$ cat src/rtl/decode_stage.sv
// decode_stage: handshaked decode / operand-fetch stage. A per-register scoreboard
// stalls RAW/WAW hazards; writeback data can be bypassed straight into operands.
module decode_stage #(
    parameter int XLEN         = 32,
    parameter int NUM_REGS     = 32,
    parameter int FORWARDING   = 1,
    parameter int ERROR_INJECT = 0,
    localparam int RW          = $clog2(NUM_REGS)
) (
    input  logic                     clk,
    input  logic                     rst,
    input  logic                     in_valid,
    output logic                     in_ready,
    input  logic [31:0]              instr,
    input  logic [NUM_REGS*XLEN-1:0] register_bank,
    input  logic                     wb_valid,
    input  logic [RW-1:0]            wb_rd,
    input  logic [XLEN-1:0]          wb_data,
    input  logic                     flush,
    output logic                     out_valid,
    input  logic                     out_ready,
    output logic [XLEN-1:0]          op1,
    output logic [XLEN-1:0]          op2,
    output logic [XLEN-1:0]          op3,
    output logic [RW-1:0]            rd,
    output logic [31:0]              out_instr,
    output logic                     illegal
);

    localparam logic [6:0]  OPC_LOAD    = 7'h03;
    localparam logic [6:0]  OPC_OP_IMM  = 7'h13;
    localparam logic [6:0]  OPC_AUIPC   = 7'h17;
    localparam logic [6:0]  OPC_STORE   = 7'h23;
    localparam logic [6:0]  OPC_OP      = 7'h33;
    localparam logic [6:0]  OPC_LUI     = 7'h37;
    localparam logic [6:0]  OPC_BRANCH  = 7'h63;
    localparam logic [6:0]  OPC_JALR    = 7'h67;
    localparam logic [6:0]  OPC_JAL     = 7'h6F;
    localparam logic [31:0] EBREAK_WORD = 32'h0010_0073;

    function automatic logic is_r_type(input logic [31:0] i);
        return i[6:0] == OPC_OP;
    endfunction

    // Shift-immediates are OP-IMM with funct3 001/101; imm is the zero-extended shamt.
    function automatic logic is_si_type(input logic [31:0] i);
        return (i[6:0] == OPC_OP_IMM) && (i[13:12] == 2'b01);
    endfunction

    function automatic logic is_i_type(input logic [31:0] i);
        return (i[6:0] == OPC_LOAD) || (i[6:0] == OPC_JALR) ||
               ((i[6:0] == OPC_OP_IMM) && !is_si_type(i));
    endfunction

    function automatic logic is_s_type(input logic [31:0] i);
        return i[6:0] == OPC_STORE;
    endfunction

    function automatic logic is_b_type(input logic [31:0] i);
        return i[6:0] == OPC_BRANCH;
    endfunction

    function automatic logic is_u_type(input logic [31:0] i);
        return (i[6:0] == OPC_LUI) || (i[6:0] == OPC_AUIPC);
    endfunction

    function automatic logic is_j_type(input logic [31:0] i);
        return i[6:0] == OPC_JAL;
    endfunction

    function automatic logic is_ebreak(input logic [31:0] i);
        return i == EBREAK_WORD;
    endfunction

    function automatic logic [RW-1:0] get_rs1(input logic [31:0] i);
        return i[15 +: RW];
    endfunction

    function automatic logic [RW-1:0] get_rs2(input logic [31:0] i);
        return i[20 +: RW];
    endfunction

    function automatic logic [RW-1:0] get_rd(input logic [31:0] i);
        return i[7 +: RW];
    endfunction

    function automatic logic [XLEN-1:0] get_imm(input logic [31:0] i);
        logic [31:0] imm;
        if (is_i_type(i)) begin
            imm = {{20{i[31]}}, i[31:20]};
        end else if (is_si_type(i)) begin
            imm = {27'd0, i[24:20]};
        end else if (is_s_type(i)) begin
            imm = {{20{i[31]}}, i[31:25], i[11:7]};
        end else if (is_b_type(i)) begin
            imm = {{19{i[31]}}, i[31], i[7], i[30:25], i[11:8], 1'b0};
        end else if (is_u_type(i)) begin
            imm = {i[31:12], 12'd0};
        end else if (is_j_type(i)) begin
            imm = {{11{i[31]}}, i[31], i[19:12], i[20], i[30:21], 1'b0};
        end else begin
            imm = 32'd0;
        end
        return XLEN'($signed(imm));
    endfunction

    logic                r_s, i_s, si_s, s_s, b_s, u_s, j_s, ebreak_s, illegal_s;
    logic                uses_rs1_s, uses_rs2_s, writes_rd_s;
    logic [RW-1:0]       rs1_s, rs2_s, rd_s;
    logic [XLEN-1:0]     imm_s, rs1_val_s, rs2_val_s;
    logic                fwd1_s, fwd2_s, hazard_s, in_ready_s, accept_s;
    logic [XLEN-1:0]     op1_cap_s, op2_cap_s, op3_cap_s;
    logic [RW-1:0]       rd_cap_s;
    logic [22:0]         inj_roll_s;

    logic                out_valid_d, out_valid_q;
    logic [XLEN-1:0]     op1_d, op1_q, op2_d, op2_q, op3_d, op3_q;
    logic [RW-1:0]       rd_d, rd_q;
    logic [31:0]         out_instr_d, out_instr_q;
    logic                illegal_d, illegal_q;
    logic [NUM_REGS-1:0] sb_d, sb_q;

`ifndef SYNTHESIS
    generate
        if (ERROR_INJECT != 0) begin : g_inject
            logic [22:0] roll_q;
            // Fresh random roll each cycle, consumed by the capture path below.
            always_ff @(posedge clk) begin
                roll_q <= 23'($urandom);
            end
            assign inj_roll_s = roll_q;
        end else begin : g_no_inject
            assign inj_roll_s = 23'd0;
        end
    endgenerate
`else
    assign inj_roll_s = 23'd0;
`endif

    // Decode the offered instruction, detect hazards and resolve forwarding.
    always_comb begin
        r_s         = is_r_type(instr);
        i_s         = is_i_type(instr);
        si_s        = is_si_type(instr);
        s_s         = is_s_type(instr);
        b_s         = is_b_type(instr);
        u_s         = is_u_type(instr);
        j_s         = is_j_type(instr);
        ebreak_s    = is_ebreak(instr);
        illegal_s   = !(r_s | i_s | si_s | s_s | b_s | u_s | j_s | ebreak_s);
        rs1_s       = get_rs1(instr);
        rs2_s       = get_rs2(instr);
        rd_s        = get_rd(instr);
        imm_s       = get_imm(instr);
        uses_rs1_s  = r_s | i_s | si_s | s_s | b_s;
        uses_rs2_s  = r_s | s_s | b_s;
        writes_rd_s = (r_s | i_s | si_s | u_s | j_s) & (rd_s != {RW{1'b0}});
        fwd1_s      = (FORWARDING != 0) & wb_valid & (wb_rd == rs1_s) & (rs1_s != {RW{1'b0}});
        fwd2_s      = (FORWARDING != 0) & wb_valid & (wb_rd == rs2_s) & (rs2_s != {RW{1'b0}});
        rs1_val_s   = fwd1_s ? wb_data : register_bank[int'(rs1_s) * XLEN +: XLEN];
        rs2_val_s   = fwd2_s ? wb_data : register_bank[int'(rs2_s) * XLEN +: XLEN];
        hazard_s    = (uses_rs1_s & sb_q[rs1_s] & !fwd1_s) |
                      (uses_rs2_s & sb_q[rs2_s] & !fwd2_s) |
                      (writes_rd_s & sb_q[rd_s]);
        in_ready_s  = !rst & !flush & (!out_valid_q | out_ready) & !(in_valid & hazard_s);
        accept_s    = in_valid & in_ready_s;
    end

    // Map register values and immediates onto the operand slots for each format.
    always_comb begin
        op1_cap_s = {XLEN{1'b0}};
        op2_cap_s = {XLEN{1'b0}};
        op3_cap_s = {XLEN{1'b0}};
        rd_cap_s  = writes_rd_s ? rd_s : {RW{1'b0}};
        if (r_s) begin
            op1_cap_s = rs1_val_s;
            op2_cap_s = rs2_val_s;
        end else if (i_s | si_s) begin
            op1_cap_s = rs1_val_s;
            op2_cap_s = imm_s;
        end else if (s_s | b_s) begin
            op1_cap_s = rs1_val_s;
            op2_cap_s = rs2_val_s;
            op3_cap_s = imm_s;
        end else if (u_s | j_s) begin
            op1_cap_s = imm_s;
        end else begin
            op1_cap_s = {XLEN{1'b0}};
        end
        // Roughly one capture in ten gets a single bit flipped when injection is on.
        if ((ERROR_INJECT != 0) && (inj_roll_s[22:7] < 16'd6554)) begin
            case (inj_roll_s[6:5])
                2'd0:    op1_cap_s = op1_cap_s ^ (XLEN'(1'b1) << inj_roll_s[4:0]);
                2'd1:    op2_cap_s = op2_cap_s ^ (XLEN'(1'b1) << inj_roll_s[4:0]);
                2'd2:    op3_cap_s = op3_cap_s ^ (XLEN'(1'b1) << inj_roll_s[4:0]);
                default: rd_cap_s  = rd_cap_s ^ (RW'(1'b1) << inj_roll_s[4:0]);
            endcase
        end else begin
            rd_cap_s = rd_cap_s;
        end
    end

    // Output bundle and scoreboard next-state.
    always_comb begin
        out_valid_d = out_valid_q;
        op1_d       = op1_q;
        op2_d       = op2_q;
        op3_d       = op3_q;
        rd_d        = rd_q;
        out_instr_d = out_instr_q;
        illegal_d   = illegal_q;
        sb_d        = sb_q;
        if (flush) begin
            out_valid_d = 1'b0;
        end else if (accept_s) begin
            out_valid_d = 1'b1;
            op1_d       = op1_cap_s;
            op2_d       = op2_cap_s;
            op3_d       = op3_cap_s;
            rd_d        = rd_cap_s;
            out_instr_d = instr;
            illegal_d   = illegal_s;
        end else if (out_ready) begin
            out_valid_d = 1'b0;
        end else begin
            out_valid_d = out_valid_q;
        end
        if (wb_valid) begin
            sb_d[wb_rd] = 1'b0;
        end else begin
            sb_d = sb_d;
        end
        // A flushed bundle will never write back, so release its destination.
        if (flush && out_valid_q && (rd_q != {RW{1'b0}})) begin
            sb_d[rd_q] = 1'b0;
        end else begin
            sb_d = sb_d;
        end
        if (accept_s && writes_rd_s) begin
            sb_d[rd_s] = 1'b1;
        end else begin
            sb_d = sb_d;
        end
        sb_d[0] = 1'b0;
    end

    // State registers with synchronous reset.
    always_ff @(posedge clk) begin
        if (rst) begin
            out_valid_q <= 1'b0;
            op1_q       <= {XLEN{1'b0}};
            op2_q       <= {XLEN{1'b0}};
            op3_q       <= {XLEN{1'b0}};
            rd_q        <= {RW{1'b0}};
            out_instr_q <= 32'd0;
            illegal_q   <= 1'b0;
            sb_q        <= {NUM_REGS{1'b0}};
        end else begin
            out_valid_q <= out_valid_d;
            op1_q       <= op1_d;
            op2_q       <= op2_d;
            op3_q       <= op3_d;
            rd_q        <= rd_d;
            out_instr_q <= out_instr_d;
            illegal_q   <= illegal_d;
            sb_q        <= sb_d;
        end
    end

    assign in_ready  = in_ready_s;
    assign out_valid = out_valid_q;
    assign op1       = op1_q;
    assign op2       = op2_q;
    assign op3       = op3_q;
    assign rd        = rd_q;
    assign out_instr = out_instr_q;
    assign illegal   = illegal_q;

endmodule

$ cat config.mk
export PLATFORM = sky130hd
export DESIGN_NAME = decode_stage
export DESIGN_NICKNAME = d
export VERILOG_FILES = /design/src/rtl/decode_stage.sv
export SDC_FILE = /design/constraint.sdc
export NUM_CORES = 1
export LEC_CHECK = 0
export BUFFER_PORTS_ARGS = -buffer_cell sky130_fd_sc_hd__clkbuf_2
export CORE_AREA = 4 4 484 486
export DETAILED_ROUTE_END_ITERATION = 10
export DIE_AREA = 0 0 488 490
export GPL_TIMING_DRIVEN = 0
export PLACE_DENSITY = 0.3
export RECOVER_POWER = 25
export SYNTH_ARGS = -nofsm -noshare
export SYNTH_HDL_FRONTEND = slang
export SYNTH_SLANG_ARGS = --single-unit
$ cat constraint.sdc
create_clock -name clk -period 3 [get_ports clk]
set_clock_uncertainty 0.2 [all_clocks]
set_input_delay 0.45 -clock clk [delete_from_list [all_inputs] [get_ports clk]]
set_output_delay 0.45 -clock clk [all_outputs]
set_load 0.03 [all_outputs]
==> out/results.ini <==
[cells_and_area]
nNetsFinal=4763
fin_util_pct=18.1
layout_common_cells=clkbuf_2 (1226), mux4_2 (489), mux2i_1 (201)
multiInputGateArea_sq_mm=0.0217
stdcell_area_sq_mm=0.0416
layout_commonest_cell=clkbuf_2
area_growth_pct=65.2
register_area_sq_mm=0.00334
stdcell_count=6797
fillers=25650
drive_gt1_share_pct=65.6

[floorplanning]
std_cell_rows=176
die_height_um=490
die_x_um=488
ioPinCount=1235
initial_core_util_pct=11.0
die_area_sq_mm=0.239
coreArea_sq_mm=0.230

[yosys]
synth_top_flop_cell=dfxtp_1
synth_cell_types=75
yosysSeqAreaShare_pct=13.2
synthesis.area_sq_mm=0.0252
async_reset_ff_share_pct=0
syn_inst=2278
syn_nets=3377
synth_edf_count=0
yosys_register_bits=166
yosys_warnings=0
postSynthAreaPerCell_sq_um=11.0

[min_path]
hp-class=input pin to flip-flop
holdPathEnd=out_valid
hold_depth=3
min_from=rst

[global_routing]
grt_usage_pct=29.1
antenna_found_initial=268
grt_max_degree=22
grt-ovfl-total=0
grt_pass1_vias=32638
grt_pass1_wl_um=437000

[status]
violations=setup timing
status=complete, but fails checks

[cts]
cts.sinks=166
clockBufferDepth=2
htree_levels=4
cts_root_buf=clkbuf_16
cts_made_buffers=17
clk_latency_ns=0.50
cts_tree=done
clk_pin_slew_ns=0.09

[placement]
pre_cts_slack_ns=-3.45
gp_congestion=0.936
post-dp-hpwl_um=304000
placedCellCount=6539
placed_area_sq_mm=0.0354
port_buffers=1225

[timing]
rsz0062_at_grt=true
final_hold_viol_count=0
setup_viol=107
slew_headroom_pct=15.8
hold_ws_ns=0.0579
fmax_mhz=288
min_period_ns=3.47
tightest_slew_ns=1.26
finalCritPeriodShare_pct=116
fin_ws_ns=-0.473
report.final.slew_viol_count=0
fin_setup_tns_ns=-8.26

[worst_setup_path]
slowest_stage=a21oi_4
cp.required_ns=2.35
reg2reg_to=op3[20]
rrSetupSlack_ns=-0.13
critPathLaunchType=input pin
end_kind=output port
crit_family=buffers and inverters
worstSetupPathType=input pin to output port
ff2ff_path_depth=12
path_buf_inv=6
cp_cell_sequence=clkbuf_2, clkbuf_2, nand4b_1, a21oi_4, nand3_1, o31a_1, buf_6, buf_12, buf_12, o31ai_4, a21oi_4, buf_8
r2r_start=sb_q[31]
worstPathArrival_ns=2.82
cp_slowest_stage_delay_ns=0.39
cp_max_fo=10

[power_and_ir_drop]
power.density_mw_per_mm2=283
ir_drop_uv=322
power.leakage_nw=15.9
power.total_mw=11.8

[detailed_routing]
vias_per_cell=4.99
wl_per_cell_um=53.5
drc=0
antenna_left=0
dr.pass1.iters=5
drt_wl_total_um=363000
via_count=33894
drt_iter0_markers=3738

[flow_run]
max-cap-violations=0

## timing repair
item                       4_1_cts  5_1_grt
buffers inserted                81       41
cloned                           7        9
setup endpoints to repair      167      158
gates resized for setup        760      303
hold buffers                     0        0
pin swaps                       40      118
## flip-flops by register name, indices dropped and copies added, names as in the netlist
register / count
rd: 5
out_instr: 32
op3: 32
op1: 32
op2: 32
sb_q: 31
illegal: 1
out_valid: 1
## Yosys cell counts (5+ instances only)
| cell | count | share of area, % |
|---|---|---|
| buf_1 | 19 | 0.28 |
| a31oi_1 | 12 | 0.30 |
| buf_2 | 89 | 1.8 |
| a22oi_1 | 91 | 2.7 |
| nor2b_1 | 35 | 0.87 |
| nand4_1 | 27 | 0.67 |
| buf_4 | 53 | 1.6 |
| a21oi_2 | 22 | 0.77 |
| nand3_1 | 85 | 1.7 |
| o211ai_1 | 9 | 0.27 |
| a311oi_1 | 39 | 1.4 |
| a221o_1 | 8 | 0.32 |
| a211oi_2 | 9 | 0.45 |
| xnor2_1 | 8 | 0.28 |
| nor2_1 | 55 | 0.82 |
| nand3b_1 | 13 | 0.39 |
| and2_1 | 7 | 0.17 |
| nand2b_1 | 14 | 0.35 |
| mux2i_1 | 221 | 8.8 |
| nand2_1 | 77 | 1.1 |
| mux4_2 | 489 | 44 |
| and3_1 | 5 | 0.12 |
| o22ai_1 | 9 | 0.22 |
| o2111ai_1 | 24 | 0.84 |
| o221ai_1 | 17 | 0.59 |
| inv_1 | 6 | 0.089 |
| nor3_1 | 10 | 0.20 |
| or3b_2 | 7 | 0.24 |
| or2_2 | 21 | 0.52 |
| a221oi_1 | 65 | 2.3 |
| o21ai_0 | 163 | 3.2 |
| dfxtp_1 | 166 | 13 |
| a21oi_1 | 145 | 2.9 |
| or3_1 | 5 | 0.12 |
| a211oi_1 | 29 | 0.87 |
| a222oi_1 | 10 | 0.40 |
| clkbuf_1 | 124 | 1.8 |
| buf_6 | 10 | 0.45 |
| a32o_1 | 10 | 0.40 |
| mux2_2 | 9 | 0.40 |
## per-layer routing
layer | vias to the layer above | share of wire (%) | GRT usage [%]
met5 | - | 0.26 | 0
met4 | 146 | 4.5 | 10.1
met3 | 559 | 9.1 | 8.44
met2 | 2463 | 46 | 47.4
met1 | 17979 | 40 | 36.5
li1 | 12747 | - | -
## cell families (layout without fill, tap and decap cells)
logic type      after synthesis  in the layout  synth area share [%]
compound gates              697            697                  19.3
xor+xnor                      8              8                 0.278
flops                       166            166                  13.2
buf+inv                     303           1702                  6.05
mux                         720            720                  53.0
other cells                   0             94                     0
simple gates                384            384                  8.12
## report_power, final
part	switching (mW)	leakage (nW)	total (mW)	internal (mW)
registers	0.0339	1.35	2.29	2.25
clock network	1.36	0.307	2.52	1.17
logic	4.19	14.2	6.96	2.77
## area by class of cell
| cell class | instances | share of cell area [%] |
|---|---|---|
| Sequential cell | 166 | 8.04 |
| Clock buffer | 17 | 1.02 |
| Timing Repair Buffer | 1372 | 19.5 |
| Inverter | 8 | 0.0812 |
| Multi-Input combinational cell | 1809 | 52.3 |
| Buffer | 290 | 8.89 |
| Clock inverter | 15 | 0.509 |
| Tap cell | 3026 | 9.11 |
| Antenna cell | 94 | 0.566 |
## worst max path at each step
stage | from | end | slack (ns) | cells after the start
2_1_floorplan | instr[21] | in_ready | -0.16 | 11
3_3_place_gp | instr[17] | op1[1] | -4.37 | 9
3_5_place_dp | instr[16] | op1[5] | -3.45 | 11
4_1_cts | sb_q[28] | in_ready | -0.55 | 10
5_1_grt | sb_q[7] | in_ready | -0.54 | 11
6_report | instr[6] | in_ready | -0.47 | 12
## tightest hold or removal path: stages
cell      delay (ns)
clkbuf_2        0.09
nor2_1          0.05
a21boi_1        0.12
(Power assumes the default switching activity.)
